==> config.mk <==
export PLATFORM = sky130hd
export DESIGN_NAME = uart_mem_loader
export DESIGN_NICKNAME = d
export VERILOG_FILES = /design/src/rtl/uart_mem_loader.sv
export SDC_FILE = /design/constraint.sdc
export NUM_CORES = 1
export LEC_CHECK = 0
export ABC_AREA = 1
export CORE_UTILIZATION = 41
export DETAILED_ROUTE_END_ITERATION = 7
export SLEW_MARGIN = 20
export SYNTH_ARGS = -nofsm -noshare
export SYNTH_HDL_FRONTEND = slang
export SYNTH_SLANG_ARGS = --single-unit
export TNS_END_PERCENT = 5
==> constraint.sdc <==
create_clock -name clk -period 2.27 [get_ports clk]
set_clock_uncertainty 0.05 [all_clocks]
set_input_delay 0.454 -clock clk [delete_from_list [all_inputs] [get_ports clk]]
set_output_delay 0.454 -clock clk [all_outputs]
set_load 0.05 [all_outputs]
==> src/rtl/uart_mem_loader.sv <==
// Purpose : UART byte-stream command responder; 'W' A_hi A_lo D_hi D_lo writes one
//           16-bit word, 'R' A_hi A_lo reads one word and returns D_hi, D_lo.
// Latency : mem_we / mem_re one cycle after the final frame byte; read data is
//           captured the cycle after mem_re and the first tx_start follows SEND.
// Backpressure: none on rx (bytes arriving while busy are dropped); tx waits on tx_busy.
//
// Ports:
//   clk, rst                  clock, synchronous active-high reset
//   rx_valid/rx_byte/rx_error UART receive side (one-cycle pulses)
//   tx_busy/tx_start/tx_byte  UART transmit side
//   mem_addr/mem_wdata/mem_we/mem_re/mem_rdata  word-wide memory port (rdata 1 cycle after re)
//   active                    high while a frame is in progress, including its response
//
// Build option: define UART_MEM_LOADER_ACK_EN to answer writes with 0x06 and unknown
// opcodes with 0x15; without it writes are silent and unknown opcodes are discarded.

module uart_mem_loader #(
    parameter int ADDR_W         = 15,
    parameter int TIMEOUT_CYCLES = 1_000_000
) (
    input  logic              clk,
    input  logic              rst,
    input  logic              rx_valid,
    input  logic [7:0]        rx_byte,
    input  logic              rx_error,
    input  logic              tx_busy,
    output logic              tx_start,
    output logic [7:0]        tx_byte,
    output logic [ADDR_W-1:0] mem_addr,
    output logic [15:0]       mem_wdata,
    output logic              mem_we,
    output logic              mem_re,
    input  logic [15:0]       mem_rdata,
    output logic              active
);

    localparam logic [7:0]  OP_WRITE = 8'h57;
    localparam logic [7:0]  OP_READ  = 8'h52;
    localparam logic [23:0] TMO_MAX  = 24'(TIMEOUT_CYCLES);

    typedef enum logic [3:0] {
        S_IDLE,
        S_ADDR_HI,
        S_ADDR_LO,
        S_DATA_HI,
        S_DATA_LO,
        S_WRITE,
        S_READ,
        S_CAPTURE,
        S_SEND,
        S_WAIT_TX
    } state_t;

    state_t              state_q, state_d;
    logic                op_rd_q, op_rd_d;
    logic [7:0]          addr_hi_q, addr_hi_d;
    logic [7:0]          data_hi_q, data_hi_d;
    logic [23:0]         tmo_cnt_q, tmo_cnt_d;
    logic [15:0]         q_dat_q, q_dat_d;      // send queue, head byte in [15:8]
    logic [1:0]          q_cnt_q, q_cnt_d;
    logic                seen_busy_q, seen_busy_d;
    logic                tx_start_q, tx_start_d;
    logic [7:0]          tx_byte_q, tx_byte_d;
    logic [ADDR_W-1:0]   mem_addr_q, mem_addr_d;
    logic [15:0]         mem_wdata_q, mem_wdata_d;
    logic                mem_we_q, mem_we_d;
    logic                mem_re_q, mem_re_d;
    logic                active_q, active_d;

    logic                in_frame;
    logic                abort;
    logic [15:0]         full_addr;

    assign full_addr = {addr_hi_q, rx_byte};
    assign in_frame  = (state_q == S_ADDR_HI) || (state_q == S_ADDR_LO) ||
                       (state_q == S_DATA_HI) || (state_q == S_DATA_LO);
    // An error pulse wins over a byte arriving in the same cycle.
    assign abort     = in_frame && (rx_error || (!rx_valid && (tmo_cnt_q >= TMO_MAX)));

    always_comb begin
        state_d     = state_q;
        op_rd_d     = op_rd_q;
        addr_hi_d   = addr_hi_q;
        data_hi_d   = data_hi_q;
        tmo_cnt_d   = 24'd0;
        q_dat_d     = q_dat_q;
        q_cnt_d     = q_cnt_q;
        seen_busy_d = seen_busy_q;
        tx_start_d  = 1'b0;
        tx_byte_d   = tx_byte_q;
        mem_addr_d  = mem_addr_q;
        mem_wdata_d = mem_wdata_q;
        mem_we_d    = 1'b0;
        mem_re_d    = 1'b0;

        // Inter-byte timer only runs while collecting frame bytes.
        if (in_frame && !abort) begin
            tmo_cnt_d = rx_valid ? 24'd0 : tmo_cnt_q + 24'd1;
        end

        if (abort) begin
            state_d = S_IDLE;
        end else begin
            case (state_q)
                S_IDLE: begin
                    if (rx_valid) begin
                        if (rx_byte == OP_WRITE || rx_byte == OP_READ) begin
                            op_rd_d = (rx_byte == OP_READ);
                            state_d = S_ADDR_HI;
                        end else begin
`ifdef UART_MEM_LOADER_ACK_EN
                            q_dat_d = {8'h15, 8'h00};
                            q_cnt_d = 2'd1;
                            state_d = S_SEND;
`endif
                        end
                    end
                end
                S_ADDR_HI: begin
                    if (rx_valid) begin
                        addr_hi_d = rx_byte;
                        state_d   = S_ADDR_LO;
                    end
                end
                S_ADDR_LO: begin
                    if (rx_valid) begin
                        mem_addr_d = full_addr[ADDR_W-1:0];
                        if (op_rd_q) begin
                            mem_re_d = 1'b1;
                            state_d  = S_READ;
                        end else begin
                            state_d  = S_DATA_HI;
                        end
                    end
                end
                S_DATA_HI: begin
                    if (rx_valid) begin
                        data_hi_d = rx_byte;
                        state_d   = S_DATA_LO;
                    end
                end
                S_DATA_LO: begin
                    if (rx_valid) begin
                        mem_wdata_d = {data_hi_q, rx_byte};
                        mem_we_d    = 1'b1;
                        state_d     = S_WRITE;
                    end
                end
                S_WRITE: begin
`ifdef UART_MEM_LOADER_ACK_EN
                    q_dat_d = {8'h06, 8'h00};
                    q_cnt_d = 2'd1;
                    state_d = S_SEND;
`else
                    state_d = S_IDLE;
`endif
                end
                S_READ: begin
                    state_d = S_CAPTURE;
                end
                S_CAPTURE: begin
                    q_dat_d = mem_rdata;
                    q_cnt_d = 2'd2;
                    state_d = S_SEND;
                end
                S_SEND: begin
                    if (!tx_busy) begin
                        tx_start_d  = 1'b1;
                        tx_byte_d   = q_dat_q[15:8];
                        q_dat_d     = {q_dat_q[7:0], 8'h00};
                        q_cnt_d     = q_cnt_q - 2'd1;
                        seen_busy_d = 1'b0;
                        state_d     = S_WAIT_TX;
                    end
                end
                S_WAIT_TX: begin
                    // A byte is done only after the UART has gone busy and then idle again.
                    if (tx_busy) begin
                        seen_busy_d = 1'b1;
                    end else if (seen_busy_q) begin
                        state_d = (q_cnt_q != 2'd0) ? S_SEND : S_IDLE;
                    end
                end
                default: begin
                    state_d = S_IDLE;
                end
            endcase
        end

        active_d = (state_d != S_IDLE);
    end

    always_ff @(posedge clk) begin
        if (rst) begin
            state_q     <= S_IDLE;
            op_rd_q     <= 1'b0;
            addr_hi_q   <= 8'h00;
            data_hi_q   <= 8'h00;
            tmo_cnt_q   <= 24'd0;
            q_dat_q     <= 16'h0000;
            q_cnt_q     <= 2'd0;
            seen_busy_q <= 1'b0;
            tx_start_q  <= 1'b0;
            tx_byte_q   <= 8'h00;
            mem_addr_q  <= '0;
            mem_wdata_q <= 16'h0000;
            mem_we_q    <= 1'b0;
            mem_re_q    <= 1'b0;
            active_q    <= 1'b0;
        end else begin
            state_q     <= state_d;
            op_rd_q     <= op_rd_d;
            addr_hi_q   <= addr_hi_d;
            data_hi_q   <= data_hi_d;
            tmo_cnt_q   <= tmo_cnt_d;
            q_dat_q     <= q_dat_d;
            q_cnt_q     <= q_cnt_d;
            seen_busy_q <= seen_busy_d;
            tx_start_q  <= tx_start_d;
            tx_byte_q   <= tx_byte_d;
            mem_addr_q  <= mem_addr_d;
            mem_wdata_q <= mem_wdata_d;
            mem_we_q    <= mem_we_d;
            mem_re_q    <= mem_re_d;
            active_q    <= active_d;
        end
    end

    assign tx_start  = tx_start_q;
    assign tx_byte   = tx_byte_q;
    assign mem_addr  = mem_addr_q;
    assign mem_wdata = mem_wdata_q;
    assign mem_we    = mem_we_q;
    assign mem_re    = mem_re_q;
    assign active    = active_q;

endmodule

==> flow_summary.json, run 1 <==
{
  "post-cts-setup-buffer-count": 0,
  "clk_latency_ns": 0.35,
  "routed-via-count": 4152,
  "rows": 38,
  "reg2reg_from": "tmo_cnt_q[0]",
  "timing_hold_violations_final": 0,
  "clk_pin_slew_worst_paths_ns": 0.07,
  "cts_tree": "yes",
  "async_flop_share_pct": 0,
  "cp-endpoint": "tx_byte[1]",
  "powerDensity_mw_per_mm2": 622,
  "setup_tns_ns": 0,
  "grt_max_degree": 58,
  "ioPinCount": 72,
  "syn_area_per_cell_um2": 6.95,
  "synth_area_mm2": 0.00464,
  "crit_path_end_kind": "output pin",
  "min_path_cells": 1,
  "critPathMaxFanout": 2,
  "leakagePower_nw": 2.61,
  "grt_pass1_wl_um": 17100,
  "dieArea_mm2": 0.0117,
  "postCtsHoldBufs": 0,
  "max_freq_mhz": 493,
  "route.detailed.drc": 0,
  "rsz0062_at_grt": "false",
  "numCtsBuffers": 9,
  "grt-ovfl-total": 0,
  "critPathKind": "flip-flop to output pin",
  "crit_required_ns": 1.77,
  "synth_cell_types": 38,
  "antenna_cells": 0,
  "critPathMaxStageDelay_ns": 0.82,
  "r2r_cells": 10,
  "crit_chain": "clkdlybuf4s50_1",
  "synth_area_leaders": "dfxtp_1 (46%), nand2_1 (14%), nor2_1 (9.0%)",
  "period_minus_slack_ns": 2.03,
  "p_total_mw": 3.64,
  "crit_arrival_ns": 1.52,
  "maxSlewViolCount": 0,
  "synth_area_leader_cell": "dfxtp_1",
  "drtIter0Drc": 191,
  "syn_inst": 667,
  "antenna_found_initial": 0,
  "path_depth": 1,
  "firstDrtPassIters": 4,
  "synth-seq-cells": 106,
  "drive_gt1_share_pct": 7.21,
  "clkSinkCount": 106,
  "die_h_um": 108,
  "gp_congestion": 0.814,
  "syn2layout_area_growth_pct": 26.1,
  "grt_pass1_vias": 3839,
  "ys_seq_area_share_pct": 45.8,
  "num-nets-final": 777,
  "yosysTopAreaCellShare_pct": 45.8,
  "reg2reg_slack_ns": 0.34,
  "wire_per_inst_um": 11.3,
  "core_area_mm2": 0.0109,
  "cts_resized": 0,
  "via_per_inst": 4.67,
  "ys.flop_type": "dfxtp_1",
  "period_share_pct": 89.3,
  "slew_headroom_pct": 65.3,
  "critPathTopFamily": "buffers and inverters",
  "worstMarginPinSlew_ns": 0.519,
  "slowest_stage": "clkdlybuf4s50_1",
  "fin_cells": 889,
  "peakVddDrop_uv": 479,
  "routed_wl_um": 10100,
  "dp_cells": 874,
  "start_util_pct": 42.4,
  "synth.most_common_cell": "nand2_1",
  "critPathLaunch": "tx_byte[1]",
  "timing.final.ws_setup_ns": 0.244,
  "yosys-top-cells-count": "nand2_1 (167), nor2_1 (111), dfxtp_1 (106), inv_1 (98), a21oi_1 (33)",
  "h-tree-depth": 3,
  "synth_edf_count": 0,
  "die_w_um": 108,
  "start_kind": "flip-flop",
  "status": "finished clean",
  "setup_viol": 0,
  "place_ws_ns": 0.180,
  "grt_use_total_pct": 18.5,
  "cts.root.buffer_cell": "clkbuf_16",
  "worst-path-buf-inv": 1,
  "min-delay-path-class": "flip-flop to flip-flop",
  "maxCapViolCount": 0,
  "yosysWarnings": 0,
  "r2r_end": "tmo_cnt_q[18]",
  "hpwl_um": 7060,
  "antenna_left": 0,
  "clk_path_buf_depth": 2,
  "port_buffers": 71
}
metrics by stage:
step                      utilization (%)  instance area (µm²)  hold slack (ns)
after floorplan                         -                 4650            0.376
after global placement               50.7                 5540            0.385
after detailed placement             50.7                 5540            0.401
after CTS                            53.5                 5850            0.410
after global routing                 53.5                 5850            0.427
final                                53.5                 5850            0.408
how the worst min path moves through the flow:
stage	startpoint	endpoint	slack [ns]
after global placement	seen_busy_q	seen_busy_q	0.38
after detailed placement	q_cnt_q[0]	q_cnt_q[0]	0.40
after global routing	q_cnt_q[0]	q_cnt_q[0]	0.43
after floorplan	seen_busy_q	seen_busy_q	0.38
final	q_cnt_q[0]	q_cnt_q[0]	0.41
after CTS	q_cnt_q[0]	q_cnt_q[0]	0.41
layout make-up:
type | count | area, µm²
Sequential cell | 106 | 2120
Inverter | 105 | 395
Multi-Input combinational cell | 433 | 1980
Clock inverter | 4 | 77.6
Clock buffer | 11 | 233
Timing Repair Buffer | 90 | 866
Tap cell | 140 | 175
Fill cell | 1093 | 5090
state kept, by name, indices dropped and copies added (netlist names), 2 cells and up:
name,cells
q_cnt_q,2
mem_addr,15
q_dat_q,16
tx_byte,8
addr_hi_q,7
mem_wdata,16
state_q,4
data_hi_q,8
tmo_cnt_q,24
per-layer routing:
| layer | vias up | part of all wire [%] | track usage, % |
|---|---|---|---|
| met5 | - | 0 | 0 |
| met2 | 81 | 46 | 30.2 |
| met1 | 1842 | 48 | 23.3 |
| met3 | 11 | 4.6 | 6.21 |
| met4 | 0 | 0.98 | 5.21 |
| li1 | 2218 | - | - |
power breakdown:
group / switching (mW) / internal, mW
combinational: 0.0738 / 0.0706
clock: 0.662 / 0.965
sequential: 0.00135 / 1.86
total: 0.738 / 2.90
cell families (layout without fill, tap and decap cells):
logic type	after synthesis	after routing	share of synthesized area (%)
buf+inv	131	210	11.8
fa+ha+maj	3	3	0.810
flops	106	106	45.8
xor+xnor	5	5	0.945
compound gates	73	73	8.69
other cells	1	4	0.0809
simple gates	348	348	31.9
layout by cell type, fill, tap and decap left out, types with 2 or more instances in the layout:
master | synthesis | layout
a21oi_1 | 33 | 33
a21oi_2 | 2 | 2
a31oi_1 | 8 | 8
buf_4 | 2 | 18
bufinv_16 | 0 | 2
clkbuf_1 | 11 | 2
clkbuf_16 | 0 | 9
clkdlybuf4s50_1 | 0 | 71
clkinv_1 | 2 | 2
clkinv_4 | 0 | 2
conb_1 | 1 | 4
dfxtp_1 | 106 | 106
ha_1 | 3 | 3
inv_1 | 98 | 98
inv_2 | 4 | 4
nand2_1 | 167 | 167
nand2_2 | 6 | 6
nand3_1 | 21 | 21
nand3_2 | 2 | 2
nand4_1 | 20 | 20
nor2_1 | 111 | 111
nor2_2 | 2 | 2
nor3_1 | 10 | 10
nor3_2 | 2 | 2
nor3b_1 | 3 | 3
o21ai_0 | 23 | 23
o22ai_1 | 2 | 2
xnor2_1 | 2 | 2
xor2_1 | 3 | 3
Power figures use the tool's default switching activity.
==> run 2: changes to the inputs <==
--- a/config.mk
+++ b/config.mk
@@ -8,7 +8,6 @@
 export ABC_AREA = 1
 export CORE_UTILIZATION = 41
 export DETAILED_ROUTE_END_ITERATION = 7
-export SLEW_MARGIN = 20
 export SYNTH_ARGS = -nofsm -noshare
 export SYNTH_HDL_FRONTEND = slang
 export SYNTH_SLANG_ARGS = --single-unit
==> constraint.sdc (replaced) <==
create_clock -name clk -period 2.3 [get_ports clk]
set_clock_uncertainty 0.05 [all_clocks]
set_input_delay 0.46 -clock clk [delete_from_list [all_inputs] [get_ports clk]]
set_output_delay 0.46 -clock clk [all_outputs]
set_load 0.05 [all_outputs]
==> run 2 against run 1 <==
- non-clock buffer count fell by 2
- power fell by 0.43%
- first-iteration DRC count rose by 0.52%
- global-route usage rose by 0.22 points
- via count fell by 0.92%
- largest power group unchanged
==> flow_summary.json, run 2 (synthesis gave the netlist of run 1 again) <==
{
  "antenna_left": 0,
  "status": "finished clean",
  "worstMarginPinSlew_ns": 0.517,
  "slew_headroom_pct": 65.4,
  "grt_pass1_wl_um": 17300,
  "critPathMaxFanout": 2,
  "multiInputGateArea_mm2": 0.00198,
  "clk_latency_ns": 0.35,
  "slowest_stage": "clkdlybuf4s50_1",
  "mostFrequentLayoutCells": "nand2_1 (167), nor2_1 (111), dfxtp_1 (106)",
  "period_minus_slack_ns": 2.03,
  "core_area_mm2": 0.0109,
  "critPathMaxStageDelay_ns": 0.81,
  "postCtsHoldBufs": 0,
  "utilization_pct": 53.4,
  "crit_required_ns": 1.79,
  "crit_chain": "clkdlybuf4s50_1",
  "fillerInstances": 1116,
  "start_kind": "flip-flop",
  "antenna_found_initial": 0,
  "post-cts-setup-buffer-count": 0,
  "rsz0062_at_grt": "false",
  "fin_area_mm2": 0.00584,
  "firstDrtPassIters": 4,
  "timing_hold_violations_final": 0,
  "maxSlewViolCount": 0,
  "ioPinCount": 72,
  "syn2layout_area_growth_pct": 25.9,
  "rows": 38,
  "drive_gt1_share_pct": 7.10,
  "wire_per_inst_um": 11.5,
  "grt-ovfl-total": 0,
  "critPathTopFamily": "buffers and inverters",
  "min-delay-path-class": "flip-flop to flip-flop",
  "routed_wl_um": 10200,
  "cts_tree": "yes",
  "drtIter0Drc": 192,
  "numCtsBuffers": 9,
  "period_share_pct": 88.2,
  "num-nets-final": 775,
  "crit_path_end_kind": "output pin",
  "top_register": "tmo_cnt_q",
  "clk_path_buf_depth": 2,
  "h-tree-depth": 3,
  "leakagePower_nw": 2.61,
  "peakVddDrop_uv": 429,
  "clk_pin_slew_worst_paths_ns": 0.07,
  "via_per_inst": 4.64,
  "grt_use_total_pct": 18.8,
  "gp_congestion": 0.820,
  "largest_register_ffs": 24,
  "max_freq_mhz": 493,
  "route.detailed.drc": 0,
  "place_area_mm2": 0.00552,
  "grt_pass1_vias": 3951,
  "die_w_um": 108,
  "critPathKind": "flip-flop to output pin",
  "cts_resized": 0,
  "die_h_um": 108,
  "setup_viol": 0,
  "hpwl_um": 7180,
  "regArea_mm2": 0.00212,
  "clkSinkCount": 106,
  "routed-via-count": 4114,
  "setup_tns_ns": 0,
  "grt_max_degree": 58,
  "port_buffers": 71,
  "worst-path-buf-inv": 1,
  "cts.root.buffer_cell": "clkbuf_16",
  "powerDensity_mw_per_mm2": 620,
  "start_util_pct": 42.4,
  "maxCapViolCount": 0,
  "dieArea_mm2": 0.0117,
  "crit_arrival_ns": 1.52,
  "final_common_cell": "nand2_1",
  "antenna_cells": 0
}
run 2: changes by cell type in the layout (fill, tap and decap cells not counted), sizes merged:
cell	delta
buf	-2
clkinv	-1
clkbuf	-1
inv	+2
run 2: layout make-up:
type	instances	area share, %
clock buffer	10	3.92
inverter	105	6.77
multi-input combinational	433	33.9
tap	140	3.00
timing repair buffer	88	14.6
clock inverter	5	1.48
sequential	106	36.3
run 2: metal layers:
metal | vias up | routed length [µm] | global-route usage [%]
li1 | 2208 | - | -
met1 | 1820 | 4960 | 23.6
met2 | 73 | 4690 | 31.0
met3 | 13 | 435 | 5.42
met4 | 0 | 145 | 5.79
met5 | - | 0 | 0
run 2: worst register-to-register path: stages, from the launching register on:
cell and delay, ns:
dfxtp_1 0.37, ha_1 0.18, nand2_1 0.05, inv_1 0.07
nand2_1 0.09, nor2_1 0.20, nand2_1 0.16, nor4_4 0.27
nand2_1 0.13, o21ai_0 0.21, a21oi_1 0.06
run 2: path summary, 6_finish.rpt:
kind	start	endpoint	slack, ns	cells past startpoint
setup reg to reg	tmo_cnt_q[0]	tmo_cnt_q[14]	0.34	10
hold / removal	seen_busy_q	seen_busy_q	0.40	2
setup / recovery	tx_byte[1]	tx_byte[1]	0.27	1
hold reg to reg	seen_busy_q	seen_busy_q	0.40	2
run 2: stage by stage:
stage	setup WS, ns	hold WS (ns)	cells	power, mW
3_3_place_gp	0.295	0.385	872	2.02
4_1_cts	0.252	0.404	887	3.67
2_1_floorplan	0.649	0.376	670	1.93
3_5_place_dp	0.241	0.393	872	2.02
5_1_grt	0.0562	0.424	887	3.75
6_report	0.270	0.405	887	3.62
run 2: where the power goes:
| group | total (mW) | internal [mW] | switching [mW] |
|---|---|---|---|
| clock | 1.64 | 0.959 | 0.681 |
| sequential | 1.84 | 1.84 | 0.00131 |
| combinational | 0.142 | 0.0686 | 0.0730 |
